File: config.mk
export PLATFORM = sky130hd
export DESIGN_NAME = crono_reg_responder
export DESIGN_NICKNAME = d
export VERILOG_FILES = /design/src/rtl/crono_pkg.sv /design/src/rtl/bcd_inc.sv /design/src/rtl/crono_reg_responder.sv
export SDC_FILE = /design/constraint.sdc
export NUM_CORES = 1
export LEC_CHECK = 0
export ABC_AREA = 0
export ABC_CLOCK_PERIOD_IN_PS = 3950
export CAP_MARGIN = 40
export CORE_MARGIN = 2
export CORE_UTILIZATION = 58
export CTS_CLUSTER_SIZE = 10
export DETAILED_ROUTE_END_ITERATION = 10
export PLACE_DENSITY = 0.86
export SYNTH_ARGS = -nofsm -noshare
export SYNTH_HDL_FRONTEND = slang
export SYNTH_SLANG_ARGS = --single-unit
File: constraint.sdc
create_clock -name clk -period 3.95 [get_ports clk]
set_clock_uncertainty 0.15 [all_clocks]
set_input_delay 0.79 -clock clk [delete_from_list [all_inputs] [get_ports clk]]
set_output_delay 0.79 -clock clk [all_outputs]
set_load 0.01 [all_outputs]
File: src/rtl/crono_pkg.sv
// Shared definitions for the chronometer register responder: register map,
// BCD field limits, strobe FSM encoding and the write-data BCD check.
package crono_pkg;

  localparam int unsigned ADDR_W = 8;

  localparam logic [7:0] ADDR_SEG  = 8'h01;
  localparam logic [7:0] ADDR_MIN  = 8'h02;
  localparam logic [7:0] ADDR_HR   = 8'h03;
  localparam logic [7:0] ADDR_CTRL = 8'h04;

  localparam logic [7:0] LIM_MS = 8'h59;
  localparam logic [7:0] LIM_HR = 8'h23;

  typedef enum logic [2:0] {
    ST_IDLE    = 3'd0,
    ST_RD_WAIT = 3'd1,
    ST_RD_HOLD = 3'd2,
    ST_WR_WAIT = 3'd3,
    ST_WR_HOLD = 3'd4
  } state_e;

  // True when both nibbles are decimal digits and the value fits the field.
  function automatic logic bcd_ok(input logic [7:0] v, input logic [7:0] lim);
    return (v[7:4] <= 4'd9) && (v[3:0] <= 4'd9) && (v <= lim);
  endfunction

endpackage

File: src/rtl/bcd_inc.sv
// Combinational two-digit BCD increment with wrap at a field limit.
module bcd_inc (
  input  logic [7:0] value_i,
  input  logic [7:0] limit_i,
  output logic [7:0] next_o,
  output logic       wrap_o
);

  // Next BCD value; reaching (or exceeding) the limit wraps to zero and flags a carry
  always_comb begin
    next_o = value_i;
    wrap_o = 1'b0;
    if (value_i >= limit_i) begin
      next_o = 8'h00;
      wrap_o = 1'b1;
    end else if (value_i[3:0] >= 4'd9) begin
      next_o = {value_i[7:4] + 4'd1, 4'h0};
    end else begin
      next_o = {value_i[7:4], value_i[3:0] + 4'd1};
    end
  end

endmodule

File: src/rtl/crono_reg_responder.sv
// Chronometer register target: qualifies RD/WR strobes by pulse width,
// services the seg/min/hr/ctrl registers and runs the BCD count on tick_1hz.
module crono_reg_responder
  import crono_pkg::*;
#(
  parameter int unsigned MIN_PULSE = 256
) (
  input  logic              clk,
  input  logic              reset,
  input  logic [ADDR_W-1:0] dir_in,
  input  logic              rd_in,
  input  logic              wr_in,
  input  logic [7:0]        data_in,
  input  logic              tick_1hz,
  output logic [7:0]        data_out,
  output logic              ack,
  output logic              err,
  output logic [7:0]        seg,
  output logic [7:0]        min,
  output logic [7:0]        hr
);

  localparam int unsigned    CNT_W    = 9;
  localparam logic [CNT_W-1:0] CNT_LAST = CNT_W'(MIN_PULSE - 1);

  state_e           state_q, state_d;
  logic [CNT_W-1:0] cnt_q, cnt_d;
  logic [7:0]       data_out_q, data_out_d;
  logic             ack_q, ack_d, err_q, err_d;
  logic [7:0]       seg_q, seg_d, min_q, min_d, hr_q, hr_d;
  logic             run_q, run_d;
  // Previous strobe levels; reset high so a strobe held through reset release is not a rise
  logic             rd_prev_q, wr_prev_q;

  logic             rd_rise_s, wr_rise_s, wr_commit_s, tick_s;
  logic             addr_ok_s, data_ok_s;
  logic [7:0]       rd_data_s;
  logic [7:0]       seg_inc_s, min_inc_s, hr_inc_s;
  logic             seg_wrap_s, min_wrap_s, hr_wrap_s;

  assign rd_rise_s = rd_in & ~rd_prev_q;
  assign wr_rise_s = wr_in & ~wr_prev_q;
  assign tick_s    = run_q & tick_1hz;

  bcd_inc u_seg_inc (.value_i(seg_q), .limit_i(LIM_MS), .next_o(seg_inc_s), .wrap_o(seg_wrap_s));
  bcd_inc u_min_inc (.value_i(min_q), .limit_i(LIM_MS), .next_o(min_inc_s), .wrap_o(min_wrap_s));
  bcd_inc u_hr_inc  (.value_i(hr_q),  .limit_i(LIM_HR), .next_o(hr_inc_s),  .wrap_o(hr_wrap_s));

  // Address decode: read mux, address validity and write-data range check
  always_comb begin
    rd_data_s = 8'h00;
    addr_ok_s = 1'b1;
    data_ok_s = 1'b1;
    case (dir_in)
      ADDR_SEG:  begin rd_data_s = seg_q;          data_ok_s = bcd_ok(data_in, LIM_MS); end
      ADDR_MIN:  begin rd_data_s = min_q;          data_ok_s = bcd_ok(data_in, LIM_MS); end
      ADDR_HR:   begin rd_data_s = hr_q;           data_ok_s = bcd_ok(data_in, LIM_HR); end
      ADDR_CTRL: begin rd_data_s = {7'b0, run_q};  data_ok_s = 1'b1; end
      default:   begin rd_data_s = 8'h00;          addr_ok_s = 1'b0; end
    endcase
  end

  // Strobe FSM: pulse-width qualification, commit, ack/err generation
  always_comb begin
    state_d     = state_q;
    cnt_d       = cnt_q;
    data_out_d  = data_out_q;
    ack_d       = 1'b0;
    err_d       = 1'b0;
    wr_commit_s = 1'b0;
    case (state_q)
      ST_IDLE: begin
        if ((rd_rise_s || wr_rise_s) && rd_in && wr_in) begin
          err_d = 1'b1;
        end else if (rd_rise_s) begin
          state_d = ST_RD_WAIT;
          cnt_d   = 9'd1;
        end else if (wr_rise_s) begin
          state_d = ST_WR_WAIT;
          cnt_d   = 9'd1;
        end else begin
          state_d = ST_IDLE;
        end
      end
      ST_RD_WAIT: begin
        if (!rd_in || wr_rise_s) begin
          err_d   = 1'b1;
          state_d = ST_IDLE;
          cnt_d   = 9'd0;
        end else if (cnt_q == CNT_LAST) begin
          cnt_d   = cnt_q + 9'd1;
          state_d = ST_RD_HOLD;
          if (addr_ok_s) begin
            data_out_d = rd_data_s;
            ack_d      = 1'b1;
          end else begin
            err_d = 1'b1;
          end
        end else begin
          cnt_d = cnt_q + 9'd1;
        end
      end
      ST_WR_WAIT: begin
        if (!wr_in || rd_rise_s) begin
          err_d   = 1'b1;
          state_d = ST_IDLE;
          cnt_d   = 9'd0;
        end else if (cnt_q == CNT_LAST) begin
          cnt_d   = cnt_q + 9'd1;
          state_d = ST_WR_HOLD;
          if (addr_ok_s && data_ok_s) begin
            wr_commit_s = 1'b1;
            ack_d       = 1'b1;
          end else begin
            err_d = 1'b1;
          end
        end else begin
          cnt_d = cnt_q + 9'd1;
        end
      end
      ST_RD_HOLD: begin
        err_d = wr_rise_s;
        if (!rd_in) begin
          state_d = ST_IDLE;
          cnt_d   = 9'd0;
        end else begin
          state_d = ST_RD_HOLD;
        end
      end
      ST_WR_HOLD: begin
        err_d = rd_rise_s;
        if (!wr_in) begin
          state_d = ST_IDLE;
          cnt_d   = 9'd0;
        end else begin
          state_d = ST_WR_HOLD;
        end
      end
      default: begin
        state_d = ST_IDLE;
        cnt_d   = 9'd0;
      end
    endcase
  end

  // Register file: BCD count cascade, then a committed write overrides its own field
  always_comb begin
    seg_d = tick_s ? seg_inc_s : seg_q;
    min_d = (tick_s && seg_wrap_s) ? min_inc_s : min_q;
    hr_d  = (tick_s && seg_wrap_s && min_wrap_s) ? hr_inc_s : hr_q;
    run_d = run_q;
    if (wr_commit_s) begin
      case (dir_in)
        ADDR_SEG:  seg_d = data_in;
        ADDR_MIN:  min_d = data_in;
        ADDR_HR:   hr_d  = data_in;
        ADDR_CTRL: run_d = data_in[0];
        default:   run_d = run_q;
      endcase
    end else begin
      run_d = run_q;
    end
  end

  // State and output registers; async reset returns everything to idle/zero
  always_ff @(posedge clk or posedge reset) begin
    if (reset) begin
      state_q    <= ST_IDLE;
      cnt_q      <= 9'd0;
      data_out_q <= 8'h00;
      ack_q      <= 1'b0;
      err_q      <= 1'b0;
      seg_q      <= 8'h00;
      min_q      <= 8'h00;
      hr_q       <= 8'h00;
      run_q      <= 1'b0;
      rd_prev_q  <= 1'b1;
      wr_prev_q  <= 1'b1;
    end else begin
      state_q    <= state_d;
      cnt_q      <= cnt_d;
      data_out_q <= data_out_d;
      ack_q      <= ack_d;
      err_q      <= err_d;
      seg_q      <= seg_d;
      min_q      <= min_d;
      hr_q       <= hr_d;
      run_q      <= run_d;
      rd_prev_q  <= rd_in;
      wr_prev_q  <= wr_in;
    end
  end

  assign data_out = data_out_q;
  assign ack      = ack_q;
  assign err      = err_q;
  assign seg      = seg_q;
  assign min      = min_q;
  assign hr       = hr_q;

endmodule

Word level (Yosys, flattened, before mapping)
Cells that the tools add are included.
- register bits after elaboration: 49
- output and inout bits: 34
- word-level logic and storage cells: 123
- add/sub/neg operators: 7
- magnitude comparators: 10
- equal/unequal tests: 15
- muxes and demuxes: 54
- bitwise logic cells: 6
- reduce and logical (&&, ||, !) cells: 20
- operators with widths (kind ; count):
    two-way mux 8 bit ; 15
    two-way mux 9 bit ; 7
    one-hot mux 9 bit (5 select lines) ; 1
    one-hot mux 8 bit (4 select lines) ; 1
    adder 4 x 1 -> 4 bit, second input constant ; 6
    two-way mux 3 bit ; 6
    two-way mux 1 bit ; 17
    equality test 8 x 2 -> 1 bit, second input constant ; 2
    greater-or-equal comparator 8 x 7 -> 1 bit, second input constant ; 2
    one-hot mux 3 bit (5 select lines) ; 1
    greater-or-equal comparator 4 bit, second input constant ; 3
    adder 9 x 1 -> 9 bit, second input constant ; 1
    equality test 9 x 8 -> 1 bit, second input constant ; 1
    inequality test 3 bit, second input constant ; 3
    equality test 8 x 1 -> 1 bit, second input constant ; 1
    equality test 8 x 3 -> 1 bit, second input constant ; 1
    greater-or-equal comparator 8 x 6 -> 1 bit, second input constant ; 1
    less-or-equal comparator 4 bit, second input constant ; 2
    less-or-equal comparator 8 x 6 -> 1 bit, second input constant ; 1
    less-or-equal comparator 8 x 7 -> 1 bit, second input constant ; 1
    logical AND 1 bit ; 8
    AND reduction 4 bit ; 2
    equality test 3 x 2 -> 1 bit, second input constant ; 2
    two-way mux 2 bit ; 3
    14 further kinds ; 24

Depth between registers and ports, before layout
- depth in word-level cells: 10
- gate-level depth with buffers: 9
- gate-level depth less buffers: 9

Modules after synthesis
Synthesis repeated with hierarchy kept, for this count alone.
- cell total of the unflattened synthesis: 441
- area, all modules: 4050.1 um^2
- modules (own cells, without submodules) (module ; times used ; cells each ; area each (um^2)):
    crono_reg_responder ; 1 ; 279 ; 2751.4
    bcd_inc ; 3 ; 54 ; 432.9

Worst setup path after synthesis
OpenSTA, ideal clock, no wires.
- path type: input to register
- start point: in dir_in[5]
- end point: reg hr_q[2] (netlist: hr[2])
- setup time: 0.125 ns
- arrival: 2.381 ns
- slack: 1.294 ns
- stages: 5
- path buffers: 0
- cell sequence: or4_4 -> nor4_4 -> o22ai_4 -> o21a_4 -> mux2_4
- word-level cells in the longest chain between the ends: 9
- elaborated cells between the ends (all ways): 15
- those cells by class: eq/ne (4); mux (8); reduce/logical (3)
- ends and longest elaborated chain (element ; RTL line ; source):
    start: declaration ; crono_reg_responder.sv:10 ; input logic [ADDR_W-1:0] dir_in,
    equality test 8 x 2 -> 1 bit (tied with other cells) ; crono_reg_responder.sv:54 ; case (dir_in)
    OR reduction 2 bit (no line) or OR reduction 4 bit (tied branches) ; n/a ;
    one-hot mux 1 bit (2 select lines) or two-way mux 1 bit (tied branches) ; crono_reg_responder.sv:54 ;
    logical AND 1 bit ; crono_reg_responder.sv:111 ; if (addr_ok_s && data_ok_s) begin
    two-way mux 1 bit ; crono_reg_responder.sv:111 ;
    two-way mux 1 bit ; crono_reg_responder.sv:108 ; end else if (cnt_q == CNT_LAST) begin
    two-way mux 1 bit ; crono_reg_responder.sv:104 ; if (!wr_in || rd_rise_s) begin
    two-way mux 1 bit ; crono_reg_responder.sv:71 ; case (state_q)
    two-way mux 8 bit * ; crono_reg_responder.sv:152 ; if (wr_commit_s) begin
    named net hr_d[2] ; crono_reg_responder.sv:30 ; logic [7:0] seg_q, seg_d, min_q, min_d, hr_q, hr_d;
    end signal: assignment ; crono_reg_responder.sv:187 ; hr_q <= hr_d;
    end: declaration ; crono_reg_responder.sv:30 ;
The timed path passes the listed nets; every way through them passes the cells marked *.
A chain may end at the register's enable or synchronous reset.

Worst setup path after layout
- start point: in dir_in[2]
- end point: reg data_out_q[3] (netlist: data_out[3])
- word-level cells in the longest chain between the ends: 4
- elaborated cells between the ends (all ways): 8
- those cells by class: eq/ne (4); mux (2); reduce/logical (2)
- ends and longest elaborated chain (element ; RTL line ; source):
    equality test 8 x 3 -> 1 bit (tied with other cells) ; crono_reg_responder.sv:54 ;
    OR reduction 4 bit (no line) ; n/a ;
    two-way mux 1 bit ; crono_reg_responder.sv:54 ;
    AND reduction 4 bit (no line) ; n/a ;
    end signal: assignment ; crono_reg_responder.sv:182 ; data_out_q <= data_out_d;
    end: declaration ; crono_reg_responder.sv:28 ; logic [7:0] data_out_q, data_out_d;
Several ways; a longest one is shown, not always the timed one.

==> flow_summary_export.csv <==
group,metric,value,unit
setup_path,cp_max_fo,17,
drt,drt_iter0_markers,226,
drt,final_antenna_net_count,0,
drt,wl_per_cell,17.76,um
cells_and_area,multi_input_area,0.001999,mm^2
pwr,p_comb_frac,0.169,
sta,slew_headroom,0.3800,
yosys,synth_xor_area_frac,0.01042,
run_status,status,"completed",
cells_and_area,syn_to_final_growth,21.51,%
yosys,synthTopCellsByArea,"dfrtp_1, ha_1, mux2_2, o21ai_0, nand2_1",
sta,final-setup-viol-count,0,
yosys,yosysTopAreaCellShare,0.3498,
yosys,muxShareOfSynthArea,0.09155,
global_routing,grt_pass1_wl,14.21,mm
cells_and_area,seq_area,0.001229,mm^2
floorplan,die-area,0.006422,mm^2
cts,post_cts_buffers,0,
drt,routed_wirelength,8.579,mm
sta,tns,0,ns
sta,max_freq,334.9,MHz
cts,clock_sinks,49,
drt,dr.pass1.iters,4,
setup_path,required,3.96,ns
setup_path,crit_arrival,2.99,ns
yosys,synth-compound-area-share,0.2199,
yosys,ys.flop_type,"dfrtp_1",
floorplan,start_util,0.6068,
floorplan,dieHeight,80.14,um
pwr,powerDensity,254.0,mW/mm^2
pwr,clockPowerShare,0.307,
placed_design,port_buffers,54,
drt,num_vias,3039,
yosys,synth_area_per_cell,9.391,um^2
cts,clk_pin_slew_worst_paths,0.09,ns
cts,insertion_delay,0.30,ns
yosys,yosys_warnings,0,
pwr,power.switching,279.3,uW
pwr,power_frac_seq,0.524,
setup_path,start_kind,"input port",
yosys,synthSimpleGateAreaFrac,0.2095,
cells_and_area,layout-drive-gt1-share,0.1168,
cells_and_area,antenna_cells,0,
placed_design,dpl.hpwl,6.410,mm
global_routing,overflow,0,
floorplan,core,0.005540,mm^2
floorplan,ios,55,
yosys,synthAdderAreaFrac,0.06327,
global_routing,grt_pass1_vias,2916,
setup_path,crit_type,"input port to flip-flop",
global_routing,antenna_found_initial,0,
pwr,power.internal,758.3,uW
yosys,syn_area,0.003362,mm^2
yosys,synth_edf_count,0,
sta,tightest_slew,0.9230,ns
yosys,yosysTopAreaCell,"dfrtp_1",
global_routing,grt_usage,0.2863,
yosys,yosysUniqueCellTypes,62,
cts,holdBufCountCts,0,
floorplan,num_rows,27,
cts,post_cts_resized,0,
sta,finalCriticalPeriod,2.986,ns
cells_and_area,nets,448,
yosys,ys_seq_elements,49,
cts,root_buffer,"clkbuf_8",
yosys,synth_top_family_by_area,"compound AO/OA/AOI/OAI gates",
yosys,syn_nets,396,
sta,fin_crit_sh,0.7561,
drt,drc,0,
hold_path,hold_class,"flip-flop to flip-flop",
pwr,p_sw_frac,0.2691,
yosys,synthCells,358,
sta,finalHoldViolations,0,
sta,rsz0062_at_grt,"false",
cts,cts_buffers,5,
setup_path,endpoint_kind,"flip-flop",
drt,vias_per_cell,6.292,
yosys,seq_area_frac_synth,0.3655,
global_routing,grt_max_degree,41,
run,drv_cap,0,
floorplan,die-width,80.14,um
placed_design,place.gp.congestion,0.9283,
cells_and_area,fill_cells,418,
pwr,finalPower,1038,uW
cts,htreeDepth,2,
yosys,async_flop_share,1.000,
pwr,irDropWorstVdd,156.2,uV
cts,cts_buffer_depth,2,
sta,slew_violations,0,
cts,tritoncts,"built",
pwr,p_leak,0.001803,uW
[sequential cells by signal, indices dropped and copies added, names as in the netlist]
name       cells
ack            1
cnt_q          9
data_out       8
err            1
hr             8
min            8
rd_prev_q      1
run_q          1
seg            8
state_q        3
wr_prev_q      1
[Yosys cell counts (all sizes together), types with 7 or more instances]
master / count
dfrtp: 47
nand2: 34
o21ai: 29
inv: 22
mux2: 19
ha: 17
nor2: 15
a22o: 13
nor2b: 13
nor3: 12
a21oi: 11
and3: 11
clkbuf: 10
nand3: 10
mux2i: 9
o211ai: 7
[cells in the final DEF (no fill, tap or decap), types with 5 or more instances in the layout]
master,synthesis,final
a21oi_1,11,11
a22o_1,13,13
a31oi_1,6,6
and3_1,10,10
clkbuf_8,0,7
clkdlybuf4s50_1,0,54
dfrtp_1,47,47
ha_1,17,17
inv_1,22,21
mux2_2,18,18
mux2i_1,9,9
nand2_1,34,34
nand3_1,10,10
nand4_1,6,6
nor2_1,15,15
nor2b_1,13,13
nor3_1,10,10
o211ai_1,7,7
o21ai_0,27,27
o21bai_1,5,5
o31ai_1,6,6
[worst paths after layout]
check / end / start / cells past startpoint / slack, ns
min in group asynchronous: cnt_q[5] / reset / 2 / 0.58
max in group asynchronous: rd_prev_q / reset / 3 / 2.51
max reg2reg: hr[1] / seg[0] / 7 / 1.22
min: cnt_q[8] / cnt_q[8] / 2 / 0.34
max: data_out[3] / dir_in[2] / 6 / 0.96
min reg2reg: cnt_q[8] / cnt_q[8] / 2 / 0.34
[cell families after synthesis]
| group | after synthesis |
|---|---|
| DFF | 49 |
| buffers and inverters | 35 |
| and+or+nand+nor | 122 |
| muxes | 28 |
| adders and majority gates | 17 |
| xor gates and xnor gates | 4 |
| AOI/OAI and AO/OA | 103 |
[metrics by stage]
| stage | hold slack, ns | worst slack [ns] | cell area [um^2] | utilization | std cells |
|---|---|---|---|---|---|
| 2_1_floorplan | 0.2998 | 1.294 | 3362 | - | 358 |
| 3_3_place_gp | 0.3150 | 0.7260 | 3964 | 0.7154 | 474 |
| 3_5_place_dp | 0.3231 | 0.6376 | 3984 | 0.7191 | 475 |
| 4_1_cts | 0.3425 | 0.9497 | 4085 | 0.7374 | 483 |
| 5_1_grt | 0.3623 | 0.6946 | 4085 | 0.7374 | 483 |
| 6_report | 0.3365 | 0.9636 | 4085 | 0.7374 | 483 |
[per-layer routing]
| metal | GRT usage | vias to the layer above | share of wire | routed length [um] |
|---|---|---|---|---|
| li1 | - | 1427 | - | - |
| met1 | 0.3758 | 1466 | 0.43 | 3696 |
| met2 | 0.4642 | 120 | 0.48 | 4079 |
| met3 | 0.04382 | 26 | 0.060 | 514 |
| met4 | 0.1356 | 0 | 0.034 | 289 |
| met5 | 0 | - | 0 | 0 |
[worst max-delay path, stage by stage]
cell,delay (ns)
clkdlybuf4s50_1,0.69
or3b_1,0.41
a211oi_1,0.38
nand3_1,0.43
nand2_1,0.18
o21ai_0,0.10
[area by class of cell]
cell class	instances	share of cell area
Inverter	22	0.02021
Sequential cell	49	0.3008
Clock buffer	7	0.02358
Timing Repair Buffer	58	0.1427
Tap cell	72	0.02205
Multi-Input combinational cell	274	0.4894
Clock inverter	1	0.001225
[power by group through the flow]
stage / sequential (uW) / combinational, uW / clock (uW)
3_5_place_dp: 552 / 173 / 0
4_1_cts: 543 / 175 / 326
5_1_grt: 547 / 192 / 346
3_3_place_gp: 552 / 166 / 0
6_report: 544 / 175 / 318
2_1_floorplan: 540 / 118 / 0
(Power assumes the default switching activity.)
